## config.mk

```make
export PLATFORM = sky130hd
export DESIGN_NAME = cp0_ctrl
export DESIGN_NICKNAME = d
export VERILOG_FILES = /design/src/rtl/cp0_pkg.sv /design/src/rtl/cp0_int_pending.sv /design/src/rtl/cp0_ctrl.sv
export SDC_FILE = /design/constraint.sdc
export NUM_CORES = 1
export LEC_CHECK = 0
export BUFFER_PORTS_ARGS = -buffer_cell sky130_fd_sc_hd__buf_2
export CORE_UTILIZATION = 47
export DETAILED_ROUTE_END_ITERATION = 10
export PLACE_DENSITY_LB_ADDON = 0.2
export SLEW_MARGIN = 20
export SYNTH_ARGS = -nofsm -noshare
export SYNTH_HDL_FRONTEND = slang
export SYNTH_SLANG_ARGS = --single-unit
```

## constraint.sdc

```tcl
create_clock -name clk -period 2.3 [get_ports clk]
set_input_delay 0.115 -clock clk [delete_from_list [all_inputs] [get_ports clk]]
set_output_delay 0.115 -clock clk [all_outputs]
set_load 0.03 [all_outputs]
```

## src/rtl/cp0_pkg.sv

```systemverilog
// Shared constants for the coprocessor-0 block: register numbers, ExcCodes and reset values.
// Timer support is selected by the CP0_TIMER_EN macro.
package cp0_pkg;

  localparam logic [4:0] CP0_REG_COUNT   = 5'd9;
  localparam logic [4:0] CP0_REG_COMPARE = 5'd11;
  localparam logic [4:0] CP0_REG_SR      = 5'd12;
  localparam logic [4:0] CP0_REG_CAUSE   = 5'd13;
  localparam logic [4:0] CP0_REG_EPC     = 5'd14;
  localparam logic [4:0] CP0_REG_PRID    = 5'd15;

  localparam logic [4:0] EXC_INT  = 5'd0;
  localparam logic [4:0] EXC_ADEL = 5'd4;
  localparam logic [4:0] EXC_ADES = 5'd5;
  localparam logic [4:0] EXC_RI   = 5'd10;
  localparam logic [4:0] EXC_OV   = 5'd12;

`ifdef CP0_TIMER_EN
  localparam bit CP0_TIMER_ON = 1'b1;
`else
  localparam bit CP0_TIMER_ON = 1'b0;
`endif

  localparam logic [31:0] COMPARE_RESET = 32'hFFFF_FFFF;

  // IM resets to 1 only for pending bits that can actually be raised.
  function automatic logic [31:0] cp0_sr_reset(input int unsigned hw_int_num);
    logic [7:0] im;
    im = 8'b0000_0011;
    for (int unsigned i = 0; i < 6; i++) begin
      if (i < hw_int_num) im[i+2] = 1'b1;
    end
    if (CP0_TIMER_ON) im[7] = 1'b1;
    return {16'h0000, im, 6'b000000, 1'b0, 1'b1};
  endfunction

endpackage

```

## src/rtl/cp0_int_pending.sv

```systemverilog
// Per-line hardware interrupt capture: level lines pass through, edge lines latch a 0->1
// transition until software clears them through Cause.
module cp0_int_pending #(
  parameter int unsigned HW_INT_NUM    = 6,
  parameter logic [5:0]  INT_EDGE_MASK = 6'b000000
) (
  input  logic                  i_clk,
  input  logic                  i_reset,
  input  logic [HW_INT_NUM-1:0] i_hw_int,
  input  logic                  i_clr_en,
  input  logic [5:0]            i_clr_keep,
  output logic [5:0]            o_ip_hw
);

  logic w_unused_keep;
  assign w_unused_keep = ^i_clr_keep;

  for (genvar i = 0; i < 6; i++) begin : g_line
    if (i < HW_INT_NUM) begin : g_impl
      if (INT_EDGE_MASK[i]) begin : g_edge
        logic r_hist;
        logic r_latch;
        // A new edge beats a coincident software clear.
        always_ff @(posedge i_clk or posedge i_reset) begin
          if (i_reset) begin
            r_hist  <= 1'b0;
            r_latch <= 1'b0;
          end else begin
            r_hist  <= i_hw_int[i];
            r_latch <= (i_hw_int[i] & ~r_hist) | (r_latch & ~(i_clr_en & ~i_clr_keep[i]));
          end
        end
        assign o_ip_hw[i] = r_latch;
      end else begin : g_level
        assign o_ip_hw[i] = i_hw_int[i];
      end
    end else begin : g_none
      assign o_ip_hw[i] = 1'b0;
    end
  end

endmodule

```

## src/rtl/cp0_ctrl.sv

```systemverilog
// Coprocessor 0: SR/Cause/EPC/PRId, exception and interrupt entry, eret, and an optional
// Count/Compare timer built only when CP0_TIMER_EN is defined.
module cp0_ctrl
  import cp0_pkg::*;
#(
  parameter int unsigned HW_INT_NUM    = 6,
  parameter logic [5:0]  INT_EDGE_MASK = 6'b000000,
  parameter logic [31:0] PRID_VALUE    = 32'h0000_0000
) (
  input  logic                  clk,
  input  logic                  reset,
  input  logic                  we,
  input  logic [4:0]            waddr,
  input  logic [31:0]           wdata,
  input  logic [4:0]            raddr,
  output logic [31:0]           rdata,
  input  logic [HW_INT_NUM-1:0] hw_int,
  input  logic                  exc_req,
  input  logic [4:0]            exc_code,
  input  logic [31:0]           exc_pc,
  input  logic                  exc_bd,
  input  logic                  eret,
  output logic                  exc_take,
  output logic [31:0]           epc
);

  localparam logic [31:0] SrReset = cp0_sr_reset(HW_INT_NUM);

  logic [7:0]  r_im;
  logic        r_exl;
  logic        r_ie;
  logic        r_bd;
  logic [4:0]  r_exc_code;
  logic [7:0]  r_ip_q;
  logic [1:0]  r_sw;
  logic [31:0] r_epc;

  logic [5:0]  w_ip_hw;
  logic [7:0]  w_ip_now;
  logic        w_timer_ip;
  logic        w_int_req;
  logic        w_wr_ok;
  logic        w_wr_sr;
  logic        w_wr_cause;
  logic        w_wr_epc;
  logic [31:0] w_epc_base;
  logic [31:0] w_epc_entry;
  logic [31:0] w_count_rd;
  logic [31:0] w_compare_rd;
  logic        w_unused_pc;

  assign w_unused_pc = ^exc_pc[1:0];

  cp0_int_pending #(
    .HW_INT_NUM   (HW_INT_NUM),
    .INT_EDGE_MASK(INT_EDGE_MASK)
  ) u_int_pending (
    .i_clk     (clk),
    .i_reset   (reset),
    .i_hw_int  (hw_int),
    .i_clr_en  (w_wr_cause),
    .i_clr_keep(wdata[15:10]),
    .o_ip_hw   (w_ip_hw)
  );

  assign w_ip_now  = {w_ip_hw[5] | w_timer_ip, w_ip_hw[4:0], r_sw};
  assign w_int_req = r_ie & |(r_im & w_ip_now);
  assign exc_take  = ~r_exl & (w_int_req | exc_req);

  // Entry and eret both take precedence over a same-cycle mtc0.
  assign w_wr_ok    = we & ~exc_take & ~eret;
  assign w_wr_sr    = w_wr_ok & (waddr == CP0_REG_SR);
  assign w_wr_cause = w_wr_ok & (waddr == CP0_REG_CAUSE);
  assign w_wr_epc   = w_wr_ok & (waddr == CP0_REG_EPC);

  assign w_epc_base  = {exc_pc[31:2], 2'b00};
  assign w_epc_entry = exc_bd ? w_epc_base - 32'd4 : w_epc_base;
  assign epc         = r_epc;

  always_ff @(posedge clk or posedge reset) begin
    if (reset) begin
      r_im       <= SrReset[15:8];
      r_exl      <= SrReset[1];
      r_ie       <= SrReset[0];
      r_bd       <= 1'b0;
      r_exc_code <= 5'd0;
      r_ip_q     <= 8'd0;
      r_sw       <= 2'b00;
      r_epc      <= 32'd0;
    end else begin
      r_ip_q <= w_ip_now;
      if (exc_take) begin
        r_exl      <= 1'b1;
        r_bd       <= exc_bd;
        r_exc_code <= w_int_req ? EXC_INT : exc_code;
        r_epc      <= w_epc_entry;
      end else if (eret) begin
        r_exl <= 1'b0;
      end
      if (w_wr_sr) begin
        r_im  <= wdata[15:8];
        r_exl <= wdata[1];
        r_ie  <= wdata[0];
      end
      if (w_wr_cause) r_sw <= wdata[9:8];
      if (w_wr_epc) r_epc <= {wdata[31:2], 2'b00};
    end
  end

`ifdef CP0_TIMER_EN
  logic [31:0] r_count;
  logic [31:0] r_compare;
  logic        r_timer_ip;
  logic        w_wr_count;
  logic        w_wr_compare;

  assign w_wr_count   = w_wr_ok & (waddr == CP0_REG_COUNT);
  assign w_wr_compare = w_wr_ok & (waddr == CP0_REG_COMPARE);

  // A Compare write clears the timer interrupt even if a match happens in that cycle.
  always_ff @(posedge clk or posedge reset) begin
    if (reset) begin
      r_count    <= 32'd0;
      r_compare  <= COMPARE_RESET;
      r_timer_ip <= 1'b0;
    end else begin
      r_count <= w_wr_count ? wdata : r_count + 32'd1;
      if (w_wr_compare) begin
        r_compare  <= wdata;
        r_timer_ip <= 1'b0;
      end else if (r_count == r_compare) begin
        r_timer_ip <= 1'b1;
      end
    end
  end

  assign w_timer_ip   = r_timer_ip;
  assign w_count_rd   = r_count;
  assign w_compare_rd = r_compare;
`else
  assign w_timer_ip   = 1'b0;
  assign w_count_rd   = 32'd0;
  assign w_compare_rd = 32'd0;
`endif

  always_comb begin
    rdata = 32'd0;
    case (raddr)
      CP0_REG_COUNT:   rdata = w_count_rd;
      CP0_REG_COMPARE: rdata = w_compare_rd;
      CP0_REG_SR:      rdata = {16'h0000, r_im, 6'b000000, r_exl, r_ie};
      CP0_REG_CAUSE:   rdata = {r_bd, w_timer_ip, 14'h0000, r_ip_q, 1'b0, r_exc_code, 2'b00};
      CP0_REG_EPC:     rdata = r_epc;
      CP0_REG_PRID:    rdata = PRID_VALUE;
      default:         rdata = 32'd0;
    endcase
  end

endmodule

```

# Yosys cells after proc, flatten, opt, wreduce, memory -nomap -nowiden
# Cells that the tools add are included.
word_totals:
  reg_bits: 58
  in_bits: 91
  out_inout_bits: 65
  word_cells: 38
op_classes:
  n_addsub: 1
  n_eq_ne: 6
  n_mux: 8
  bitwise: 12
  reduce_logical: 3
ops:
  columns: ["operator", "count"]
  rows:
  - ["32-bit two-way mux", 3]
  - ["32-bit case mux with 3 select lines", 1]
  - ["32-bit by 3-bit subtractor with 32-bit output (second input constant)", 1]
  - ["5-bit by 4-bit equality test with 1-bit output (second input constant)", 6]
  - ["8-bit AND", 1]
  - ["8-bit OR reduction", 1]
  - ["1-bit AND", 7]
  - ["5-bit two-way mux", 1]
  - ["1-bit two-way mux", 3]
  - ["1-bit inverter", 3]
  - ["3-bit nonzero test", 1]
  - ["2-bit nonzero test", 1]
  - ["1-bit bitwise OR", 1]

# Logic depth before layout (Yosys ltp)
# Gate-level depths: netlist of the first run.
logic_depth:
  word_depth: 10
  mapped_depth: 7
  ltp_nobuf: 7

# Hierarchy
# From an unflattened synthesis of the first run, not the netlist that was laid out.
hier_totals:
  hier_cells: 326
  hier_area_um2: 3443.3
by_module_without_submodules:
  columns: ["module", "n_inst", "cells_each", "area_per_inst_um2", "seq_area_each_um2"]
  rows:
  - ["cp0_ctrl", 1, 320, 3398.3, 1412.6]
  - ["cp0_int_pending", 1, 6, 45.0, 0.0]

# Least setup slack after synthesis of the first run
# No wires, ideal clock.
synth_timing:
  path_type: "register -> register"
  start: "reg r_sw[1]"
  end: "reg r_epc[11], in the netlist epc[11]"
  setup_time_ns: 0.079
  arrival_time_ns: 1.583
  required_time_ns: 2.221
  slack_ns: 0.637
  stages_incl_launch_ff: 7
  n_path_buf: 1
  period_less_slack_ns: 1.663
  cell_sequence: "dfrtp_1 > a22oi_1 > nand2_1 > o21a_1 > o21ai_2 > buf_2 > mux2i_1"
synth_between:
  elab_chain_cells: 10
  elab_cells_between_ends: 11
  cone_classes: "mux: 1; bitwise: 8; reduce/logical: 2"
synth_rtl:
  columns: ["element", "line_no", "text"]
  rows:
  - ["from (decl)", "cp0_ctrl.sv:35", "logic [1:0] r_sw;"]
  - ["from (signal assigned)", "cp0_ctrl.sv:105", "if (w_wr_cause) r_sw <= wdata[9:8];"]
  - ["8-bit AND (*)", "cp0_ctrl.sv:67", "assign w_int_req = r_ie & |(r_im & w_ip_now);"]
  - ["8-bit OR reduction (*)", "cp0_ctrl.sv:67", null]
  - ["1-bit AND (*)", "cp0_ctrl.sv:67", null]
  - ["1-bit bitwise OR (*)", "cp0_ctrl.sv:68", "assign exc_take = ~r_exl & (w_int_req | exc_req);"]
  - ["1-bit AND (*)", "cp0_ctrl.sv:68", null]
  - ["1-bit inverter", "cp0_ctrl.sv:71", "assign w_wr_ok = we & ~exc_take & ~eret;"]
  - ["1-bit AND (2 in a row)", "cp0_ctrl.sv:71", null]
  - ["1-bit AND", "cp0_ctrl.sv:74", "assign w_wr_epc = w_wr_ok & (waddr == CP0_REG_EPC);"]
  - ["32-bit two-way mux or 2-bit nonzero test (tied branches)", null, null]
  - ["to (signal assigned)", "cp0_ctrl.sv:96", "r_epc <= w_epc_entry;"]
  - ["to (signal assigned)", "cp0_ctrl.sv:106", "if (w_wr_epc) r_epc <= {wdata[31:2], 2'b00};"]
  - ["to (decl)", "cp0_ctrl.sv:36", "logic [31:0] r_epc;"]
# Mark *: on every way between the ends. The rest lies on a longest branch, timed or not.
# A chain may end at the register's enable or synchronous reset.

# Final worst setup path of the first run
layout_timing:
  start: "in hw_int[3]"
  end: "reg r_im[0]"
layout_between:
  elab_chain_cells: 9
layout_rtl:
  columns: ["element", "line_no", "text"]
  rows:
  - ["from (decl)", "cp0_ctrl.sv:17", "input logic [HW_INT_NUM-1:0] hw_int,"]
  - ["8-bit AND", "cp0_ctrl.sv:67", null]
  - ["8-bit OR reduction", "cp0_ctrl.sv:67", null]
  - ["1-bit AND", "cp0_ctrl.sv:67", null]
  - ["1-bit bitwise OR", "cp0_ctrl.sv:68", null]
  - ["1-bit AND", "cp0_ctrl.sv:68", null]
  - ["1-bit inverter", "cp0_ctrl.sv:71", null]
  - ["1-bit AND (2 in a row)", "cp0_ctrl.sv:71", null]
  - ["1-bit AND", "cp0_ctrl.sv:72", "assign w_wr_sr = w_wr_ok & (waddr == CP0_REG_SR);"]
  - ["to (signal assigned)", "cp0_ctrl.sv:82", "r_im <= SrReset[15:8];"]
  - ["to (signal assigned)", "cp0_ctrl.sv:101", "r_im <= wdata[15:8];"]
  - ["to (decl)", "cp0_ctrl.sv:29", "logic [7:0] r_im;"]
# No other way between the ends.

==> impl_metrics.py, run 1 <==
metrics = {
    "outcome": {
        "outcome": "complete, but fails checks",
        "violations": "hold timing",
    },
    "routing": {
        "drtIter0Drc": 74,
        "totalWireLength_mm": 8.51,
        "drc": 0,
        "postRouteAntennaNets": 0,
        "wire_per_inst_um": 15.1,
        "vias": 2935,
        "viasPerCell": 5.20,
        "dr.pass1.iters": 4,
    },
    "sta": {
        "skew_ns": 0.00709,
        "finalSetupViolations": 0,
        "holdWs_ns": -0.0412,
        "tightest_slew_ns": 0.721,
        "hold_viol": 10,
        "slew_headroom_pct": 52.0,
        "setup_tns_ns": 0,
        "drv_slew": 0,
        "fin_crit_ns": 1.99,
        "grt_setup_unrepaired": "no",
        "fmax_mhz": 502,
        "finalCritPeriodShare_pct": 86.6,
    },
    "finish": {
        "layout-drive-gt1-share_pct": 43.4,
        "finalNonFillerCells": 564,
        "area_growth_pct": 30.8,
        "antennaDiodeCount": 0,
        "nets": 559,
    },
    "place": {
        "post-place-cells": 550,
        "port_buffers": 151,
        "detailed_place_hpwl_mm": 6.43,
        "place_congestion": 0.809,
    },
    "cts": {
        "clk_latency_ns": 0.30,
        "hold_buffers": 6,
        "numCtsBuffers": 5,
        "htreeDepth": 2,
        "clkTransAtPathRegs_ns": 0.10,
        "cts_sinks": 56,
        "cts-resized-gates": 0,
        "root_buffer": "clkbuf_8",
        "cts_setup_buffers": 0,
        "cts_tree": "yes",
        "cts.path.max_buffers": 2,
    },
    "global_route": {
        "grt_pass1_wl_mm": 13.5,
        "grt_usage_pct": 23.1,
        "globalRouteOverflowTotal": 0,
        "antenna_found_initial": 0,
        "grt_max_degree": 57,
        "grt_pass1_vias": 2854,
    },
    "die": {
        "die_w_um": 86.8,
        "ios": 156,
        "initial_utilization_pct": 49.1,
        "die_area_mm2": 0.00753,
        "die_h_um": 86.8,
        "num_rows": 30,
        "core_area_mm2": 0.00687,
    },
    "logic_synthesis": {
        "ys_types": 43,
        "ys.warnings.count": 0,
        "async_reset_ff_share_pct": 100,
        "synthCells": 307,
        "synth-main-ff-cell": "dfrtp_1",
        "yosysSeqAreaShare_pct": 41.8,
        "synth-seq-cells": 56,
        "netlist_area_mm2": 0.00338,
        "synth.avg_cell_area_um2": 11.0,
        "synth_edf_count": 0,
    },
    "worst_setup_path": {
        "critPathCaptureType": "flip-flop",
        "criticalPathCategory": "input port to flip-flop",
        "critPathSlowestCell": "dlygate4sd3_1",
        "crit_chain": "dlygate4sd3_1, buf_2, a22oi_1, nand2_1, o211ai_1, nand3_1, mux2_2",
        "crit_required_ns": 2.54,
        "path_max_fanout": 9,
        "cp.arrival_ns": 2.23,
        "slowest_delay_ns": 0.54,
        "startpoint_type": "input port",
    },
    "power": {
        "power_density_mw_per_mm2": 645,
        "power.leakage_nw": 2.35,
        "peakVddDrop_mv": 0.454,
    },
    "min_path": {
        "hold_class": "input port to async pin",
    },
    "job": {
        "max_cap_viol_count": 0,
    },
}
-- power breakdown --
group	total (mW)	internal, mW	switching, mW
Clock	0.539	0.214	0.325
Combinational	0.985	0.375	0.609
Sequential	1.32	1.19	0.136
-- cells in the mapped netlist (2+ instances only) --
| cell type | number | area (um^2) |
|---|---|---|
| a22o_1 | 11 | 96.3 |
| xor2_1 | 7 | 61.3 |
| buf_2 | 6 | 30.0 |
| and2_1 | 16 | 100 |
| mux2i_1 | 67 | 671 |
| xnor2_1 | 22 | 193 |
| or3_1 | 2 | 12.5 |
| nor4_2 | 4 | 50.1 |
| nor4b_1 | 2 | 17.5 |
| o21ai_0 | 9 | 45.0 |
| dfrtp_1 | 47 | 1180 |
| clkbuf_1 | 4 | 15.0 |
| nor3_1 | 10 | 50.1 |
| inv_1 | 6 | 22.5 |
| buf_1 | 2 | 7.51 |
| nand3_1 | 2 | 10.0 |
| nor4_1 | 6 | 37.5 |
| or3_4 | 2 | 22.5 |
| nand4_1 | 3 | 18.8 |
| nand2_1 | 18 | 67.6 |
| nor2_1 | 11 | 41.3 |
| nand3b_1 | 2 | 15.0 |
| a21oi_1 | 2 | 10.0 |
| nand2b_1 | 2 | 12.5 |
| a22oi_1 | 4 | 30.0 |
| dfstp_2 | 9 | 236 |
| buf_4 | 3 | 22.5 |
| nor3b_1 | 2 | 15.0 |
| mux2_2 | 12 | 135 |
-- kinds of logic (layout without fill, tap and decap cells) --
kind of cell | Yosys count | after routing | share of synthesized area [%]
and+or+nand+nor | 90 | 90 | 17.0
muxes | 79 | 79 | 23.9
DFF | 56 | 56 | 41.8
AOI/OAI and AO/OA | 30 | 30 | 6.34
xor gates and xnor gates | 29 | 29 | 7.52
buffers and inverters | 21 | 181 | 2.89
adders and majority gates | 1 | 1 | 0.371
other | 1 | 2 | 0.111
-- layer usage --
layer / track usage, % / wire [um]
met1: 28.9 / 3700
met2: 42.3 / 4340
met5: 0 / 0
met3: 4.00 / 416
met4: 4.09 / 53
-- placed cells by master (no fill, tap or decap), types with 3 or more instances in the layout --
| cell type | synthesis | final |
|---|---|---|
| buf_2 | 6 | 151 |
| mux2i_1 | 67 | 67 |
| dfrtp_1 | 47 | 47 |
| xnor2_1 | 22 | 22 |
| nand2_1 | 18 | 18 |
| and2_1 | 16 | 16 |
| mux2_2 | 12 | 12 |
| nor2_1 | 11 | 11 |
| a22o_1 | 11 | 11 |
| nor3_1 | 10 | 10 |
| buf_4 | 3 | 10 |
| o21ai_0 | 9 | 9 |
| dfstp_2 | 9 | 9 |
| xor2_1 | 7 | 7 |
| nor4_1 | 6 | 6 |
| dlygate4sd3_1 | 0 | 6 |
| inv_1 | 6 | 5 |
| clkbuf_8 | 0 | 5 |
| a22oi_1 | 4 | 4 |
| nor4_2 | 4 | 4 |
| nand4_1 | 3 | 3 |
-- metrics by stage --
step / worst slack [ns] / util, % / instance area (um^2) / total power, mW
floorplan: 0.637 / - / 3380 / 1.96
global placement: 0.398 / 62.1 / 4270 / 2.30
detailed placement: 0.400 / 62.1 / 4270 / 2.33
CTS: 0.286 / 64.3 / 4410 / 2.87
global route: 0.157 / 64.3 / 4410 / 3.00
finish: 0.309 / 64.3 / 4410 / 2.85
-- worst max-delay path, delay by kind of cell --
| family | cells | cell delay (ns) |
|---|---|---|
| muxes | 1 | 0.42 |
| and+or+nand+nor | 2 | 0.52 |
| buffers and inverters | 2 | 0.67 |
| AOI/OAI and AO/OA | 2 | 0.50 |
-- path summary, 6_finish.rpt --
path	startpoint	to	slack, ns	cells after the start
hold / removal	reset	epc[21]	-0.04	3
setup / recovery	hw_int[3]	r_im[0]	0.31	7
min in group clk	exc_code[0]	r_exc_code[0]	0.02	2
setup reg to reg	r_sw[1]	r_im[0]	0.41	5
max in group asynchronous	reset	epc[20]	1.82	3
hold reg to reg	r_sw[1]	r_ip_q[1]	0.42	0
-- state kept, by name, summed over array words and instances (netlist names) --
register,count
r_sw,2
r_im,8
r_ie,1
epc,30
r_ip_q,8
r_exl,1
r_exc_code,5
r_bd,1
-- layout make-up --
cell class	instances	area (um^2)
Multi-Input combinational cell	231	1880
Timing Repair Buffer	167	891
Clock buffer	6	72.6
Fill cell	609	2450
Inverter	6	22.5
Sequential cell	56	1410
Clock inverter	2	12.5
Tap cell	96	120
No activity file was read; power rests on OpenSTA's default activity.
==> run 2: changes to the inputs <==
- BUFFER_PORTS_ARGS: -buffer_cell sky130_fd_sc_hd__buf_2 -> -buffer_cell sky130_fd_sc_hd__buf_4
- SLEW_MARGIN: 20 -> not set
==> run 2 against run 1 <==
  * Critical path type is now input port to primary output
  * Register-to-register slack barely moved
  * Wire length rose by 3.7%
  * Largest power group unchanged
  * The run now ends clean
  * Sequential share of layout area fell by 2.8 points
==> impl_metrics.py, run 2 (synthesized netlist as in run 1, its figures left out) <==
metrics = {
    "finish": {
        "largest_reg_flops": 30,
        "final_common_cell": "buf_4",
        "nets": 561,
        "finalNonFillerCells": 566,
        "layout.area.seq_mm2": 0.00141,
        "multi_input_area_mm2": 0.00188,
        "area_growth_pct": 43.1,
        "antennaDiodeCount": 0,
        "final_cell_mix": "161 x buf_4, 67 x mux2i_1, 47 x dfrtp_1",
        "layout-drive-gt1-share_pct": 43.6,
        "fill_cells": 553,
    },
    "sta": {
        "tightest_slew_ns": 0.565,
        "grt_setup_unrepaired": "no",
        "hold_viol": 0,
        "drv_slew": 0,
        "slew_headroom_pct": 62.3,
        "fmax_mhz": 455,
        "fin_crit_ns": 2.20,
        "finalSetupViolations": 0,
        "skew_ns": 0.00871,
        "finalCritPeriodShare_pct": 95.6,
        "setup_tns_ns": 0,
    },
    "global_route": {
        "grt_most_used_layer": "met2",
        "globalRouteOverflowTotal": 0,
        "gr-usage-met1_pct": 31.4,
        "grt_usage_pct": 23.9,
        "grt.met2_usage_pct": 41.6,
        "grt_pass1_vias": 2858,
        "grt_max_degree": 31,
        "grtUsageMet3_pct": 3.71,
        "grt_pass1_wl_mm": 13.9,
        "antenna_found_initial": 0,
    },
    "die": {
        "initial_utilization_pct": 49.1,
        "die_area_mm2": 0.00753,
        "core_area_mm2": 0.00687,
        "die_w_um": 86.8,
        "num_rows": 30,
        "ios": 156,
        "die_h_um": 86.8,
    },
    "cts": {
        "numCtsBuffers": 5,
        "cts_setup_buffers": 0,
        "clk_latency_ns": 0.31,
        "root_buffer": "clkbuf_8",
        "cts.path.max_buffers": 2,
        "htreeDepth": 2,
        "cts_tree": "yes",
        "clkTransAtPathRegs_ns": 0.10,
        "cts_sinks": 56,
    },
    "worst_setup_path": {
        "cp.arrival_ns": 2.08,
        "rr_worst_depth": 5,
        "path_max_fanout": 12,
        "crit_required_ns": 2.18,
        "path_buf_inv": 4,
        "criticalPathCategory": "input port to primary output",
        "regToRegSetupSlack_ns": 0.40,
        "startpoint_type": "input port",
        "path_depth": 8,
        "crit_chain": "dlygate4sd3_1, buf_4, a22oi_1, nand2_1, o21a_1, o21ai_4, inv_1, buf_4",
        "rr_endpoint": "r_im[3]",
        "path_common_cell": "buf_4",
        "r2r_start": "r_sw[0]",
        "critPathSlowestCell": "dlygate4sd3_1",
        "slowest_delay_ns": 0.54,
        "critPathCaptureType": "primary output",
        "crit_family": "buffers and inverters",
    },
    "routing": {
        "viasPerCell": 5.17,
        "drc": 0,
        "wire_per_inst_um": 15.6,
        "postRouteAntennaNets": 0,
        "dr.pass1.iters": 4,
        "totalWireLength_mm": 8.82,
        "vias": 2925,
        "drtIter0Drc": 68,
    },
    "power": {
        "power.leakage_nw": 2.47,
        "p_total_mw": 3.00,
        "peakVddDrop_mv": 0.313,
        "power_density_mw_per_mm2": 622,
    },
    "min_path": {
        "whs_endpoint": "r_exl",
        "hold_depth": 3,
        "hold_class": "input port to flip-flop",
        "hp-start": "wdata[1]",
    },
    "place": {
        "post-place-cells": 551,
        "port_buffers": 151,
        "detailed_place_hpwl_mm": 6.78,
        "place_congestion": 0.837,
    },
    "outcome": {
        "outcome": "completed",
    },
    "job": {
        "max_cap_viol_count": 0,
    },
}
-- run 2: cell types whose count changed in the layout (fill, tap and decap cells not counted), sizes merged --
cell / before / now
clkinvlp: 1 / 2
dlygate4sd3: 6 / 7
clkbuf: 6 / 5
buf: 161 / 162
-- run 2: worst max path at each step --
stage / from / end / slack, ns
floorplan: r_sw[1] / epc[11] / 0.64
global placement: eret / r_im[5] / 0.44
detailed placement: r_im[5] / epc[30] / 0.42
CTS: hw_int[3] / exc_take / 0.08
global route: hw_int[1] / exc_take / 0.01
finish: hw_int[3] / exc_take / 0.10
-- run 2: report_power, final --
part	internal (mW)	switching, mW
clock network	0.217	0.332
registers	1.19	0.144
logic	0.506	0.617
total	1.91	1.09
-- run 2: metrics by stage --
step | hold slack (ns) | util [%] | cell area, um^2 | setup slack (ns)
after floorplan | 0.146 | - | 3380 | 0.637
after global placement | 0.115 | 67.9 | 4670 | 0.442
after detailed placement | 0.114 | 67.9 | 4670 | 0.419
after CTS | 0.00802 | 70.3 | 4830 | 0.0774
after global routing | 0.0157 | 70.3 | 4830 | 0.0128
final | 0.0125 | 70.3 | 4830 | 0.101
-- run 2: area by class of cell --
cell class	count	share of cell area (%)
multi-input combinational	231	39.0
tap	96	2.49
clock inverter	3	0.492
clock buffer	5	1.42
inverter	6	0.466
sequential	56	29.2
timing repair buffer	169	26.9
-- run 2: timing repair --
item,CTS,global route
hold endpoints to repair,19,0
hold buffers,7,0
setup endpoints to repair,0,0
resized for setup,0,0
-- run 2: tightest hold or removal path, cell delays in order --
cell and delay [ns]:
buf_4 0.08, nand2_1 0.04, o311ai_1 0.06
-- run 2: routing by layer --
layer / up-vias / part of all wire [%] / wire length [um]
met3: 6 / 4.1 / 366
met5: - / 0 / 0
li1: 1424 / - / -
met1: 1402 / 45 / 3960
met2: 93 / 50 / 4430
met4: 0 / 0.76 / 67
==> run 3: changes to the inputs <==
- ABC_AREA: not set -> 1
- CAP_MARGIN: not set -> 0
- CORE_UTILIZATION: 47 -> 50
- RECOVER_POWER: not set -> 25
==> run 3 against run 2 <==
  * Wire length up 36%
  * Sequential power about the same
  * Worst hold slack worse by 0.0027 ns
  * Maximum frequency up 3.6%
  * Clock-buffer cell count unchanged
  * Combinational power up 7%
  * Utilization up 0.66 points
  * First-iteration DRC count rose to 4.3 times the previous value
  * Global-route usage up 5.9 points
  * Critical path depth up 1
  * Critical endpoint unchanged
==> impl_metrics.py, run 3 <==
metrics = {
    "finish": {
        "final_common_cell": "buf_4",
        "design_area_mm2": 0.00526,
        "layout-drive-gt1-share_pct": 29.6,
        "area_growth_pct": 33.8,
        "nets": 810,
        "largest_reg_flops": 30,
        "final_cell_mix": "143 x buf_4, 139 x nand2_1, 92 x inv_1",
        "post-route-util_pct": 71.0,
        "antennaDiodeCount": 0,
    },
    "outcome": {
        "outcome": "completed",
    },
    "logic_synthesis": {
        "synth_top_area_cell": "dfrtp_1",
        "yosysTopAreaCellShare_pct": 29.9,
        "yosysSeqAreaShare_pct": 36.0,
        "synth_edf_count": 0,
        "synth.avg_cell_area_um2": 7.03,
        "post-synth-top-count-cell": "nand2_1",
        "synth-seq-cells": 56,
        "ys_top_cells_by_area": "dfrtp_1 30%, nand2_1 13%, nand3_1 9.0%",
        "netlist_area_mm2": 0.00393,
        "synthCells": 559,
        "synth-main-ff-cell": "dfrtp_1",
        "synthTopCellsByCount": "139 x nand2_1, 92 x inv_1, 73 x nor2_1, 71 x nand3_1, 47 x dfrtp_1",
        "ys_types": 38,
        "async_reset_ff_share_pct": 100,
        "ys.warnings.count": 0,
    },
    "cts": {
        "cts.path.max_buffers": 2,
        "numCtsBuffers": 5,
        "cts_tree": "yes",
        "clkTransAtPathRegs_ns": 0.11,
        "root_buffer": "clkbuf_8",
        "htreeDepth": 2,
        "clk_latency_ns": 0.32,
        "cts_sinks": 56,
    },
    "min_path": {
        "hp-start": "wdata[11]",
        "hold_class": "input port to flip-flop",
        "whs_endpoint": "epc[11]",
        "hold_depth": 3,
    },
    "place": {
        "detailed_place_hpwl_mm": 9.24,
        "place_area_mm2": 0.00508,
        "place_congestion": 0.906,
        "port_buffers": 151,
        "dp_slack_ns": 0.339,
    },
    "worst_setup_path": {
        "rr_endpoint": "epc[28]",
        "critPathSlowestCell": "dfstp_2",
        "cp.arrival_ns": 2.01,
        "crit_required_ns": 2.18,
        "criticalPathCategory": "flip-flop to primary output",
        "startpoint_type": "flip-flop",
        "r2r_start": "r_sw[1]",
        "rr_worst_depth": 12,
        "regToRegSetupSlack_ns": 0.37,
        "path_max_fanout": 35,
        "crit_chain": "nand2_1, nand2_1, nor2_1, nand2_2, nand2_4, nand2_2, nand2_4, inv_6, buf_4",
        "slowest_delay_ns": 0.57,
        "critPathCaptureType": "primary output",
    },
    "die": {
        "die_area_mm2": 0.00822,
        "num_rows": 31,
        "core_area_mm2": 0.00741,
        "ios": 156,
        "die_w_um": 90.6,
        "initial_utilization_pct": 53.0,
        "die_h_um": 90.6,
    },
    "global_route": {
        "globalRouteOverflowTotal": 0,
        "grt_pass1_wl_mm": 19.4,
        "grt_usage_pct": 29.8,
        "antenna_found_initial": 0,
        "grt_pass1_vias": 4059,
        "grt_max_degree": 36,
    },
    "sta": {
        "setup_tns_ns": 0,
        "finalSetupViolations": 0,
        "fmax_mhz": 471,
        "drv_slew": 0,
        "finalCritPeriodShare_pct": 92.3,
        "tightest_slew_ns": 1.09,
        "skew_ns": 0.0137,
        "fin_ws_ns": 0.177,
        "hold_viol": 0,
        "slew_headroom_pct": 27.4,
        "fin_crit_ns": 2.12,
        "grt_setup_unrepaired": "no",
    },
    "routing": {
        "wire_per_inst_um": 14.7,
        "drc": 0,
        "drtIter0Drc": 292,
        "dr.pass1.iters": 4,
        "postRouteAntennaNets": 0,
        "viasPerCell": 5.21,
        "totalWireLength_mm": 12.0,
        "vias": 4262,
    },
    "power": {
        "power_density_mw_per_mm2": 585,
        "peakVddDrop_mv": 0.393,
        "power.leakage_nw": 2.75,
    },
    "job": {
        "max_cap_viol_count": 0,
    },
}
run 3: how the worst max path moves through the flow:
| stage | from | to | slack, ns | cells after the start |
|---|---|---|---|---|
| floorplan | raddr[0] | rdata[31] | 0.74 | 4 |
| global placement | r_im[0] | epc[31] | 0.40 | 11 |
| detailed placement | exc_pc[2] | epc[28] | 0.34 | 10 |
| CTS | r_im[0] | exc_take | 0.12 | 9 |
| global route | r_im[0] | exc_take | 0.09 | 9 |
| finish | r_im[0] | exc_take | 0.18 | 9 |
run 3: report_power, final:
| group | internal [mW] | switching, mW | total, mW |
|---|---|---|---|
| clock | 0.223 | 0.347 | 0.570 |
| combinational | 0.448 | 0.756 | 1.20 |
| sequential | 1.18 | 0.124 | 1.30 |
run 3: repair_timing:
action	CTS	global route
endpoints found under the hold margin	32	1
setup buffers	0	0
endpoints found under the setup margin	0	1
resized for setup	0	1
hold buffers	10	1
run 3: routing by layer:
metal | GRT usage, % | up-vias | part of all wire (%)
met5 | 0 | - | 0
met4 | 12.4 | 0 | 3.3
met3 | 5.30 | 24 | 6.9
met2 | 52.5 | 195 | 49
met1 | 35.7 | 1943 | 40
li1 | - | 2100 | -
run 3: area by class of cell:
| cell class | count | area [um^2] |
|---|---|---|
| inverters | 99 | 382 |
| well taps | 99 | 124 |
| clock inverters | 3 | 25.0 |
| fillers | 622 | 2150 |
| flip-flops and latches | 56 | 1410 |
| repair buffers | 168 | 1250 |
| clock buffers | 5 | 68.8 |
| multi-input cells | 388 | 1990 |
run 3: worst max-delay path: cells and delay by family, from the launching register on:
family / cells / cell delay (ns)
flops: 1 / 0.57
simple gates: 7 / 0.62
buf+inv: 2 / 0.51
run 3: metrics by stage:
step           power (mW)  instances  hold slack [ns]
2_1_floorplan        2.06        560            0.146
3_3_place_gp         2.50        799            0.226
3_5_place_dp         2.53        799            0.229
4_1_cts              3.12        817         0.000756
5_1_grt              3.24        818          0.00799
6_report             3.08        818          0.00984
run 3: cells by family after synthesis:
group	share of synthesized area [%]
other	0.0954
AND/OR/NAND/NOR	36.1
flip-flops	36.0
AO/OA/AOI/OAI	13.6
XOR/XNOR	0.446
buffers and inverters	13.5
adder cells (fa/ha/maj)	0.318
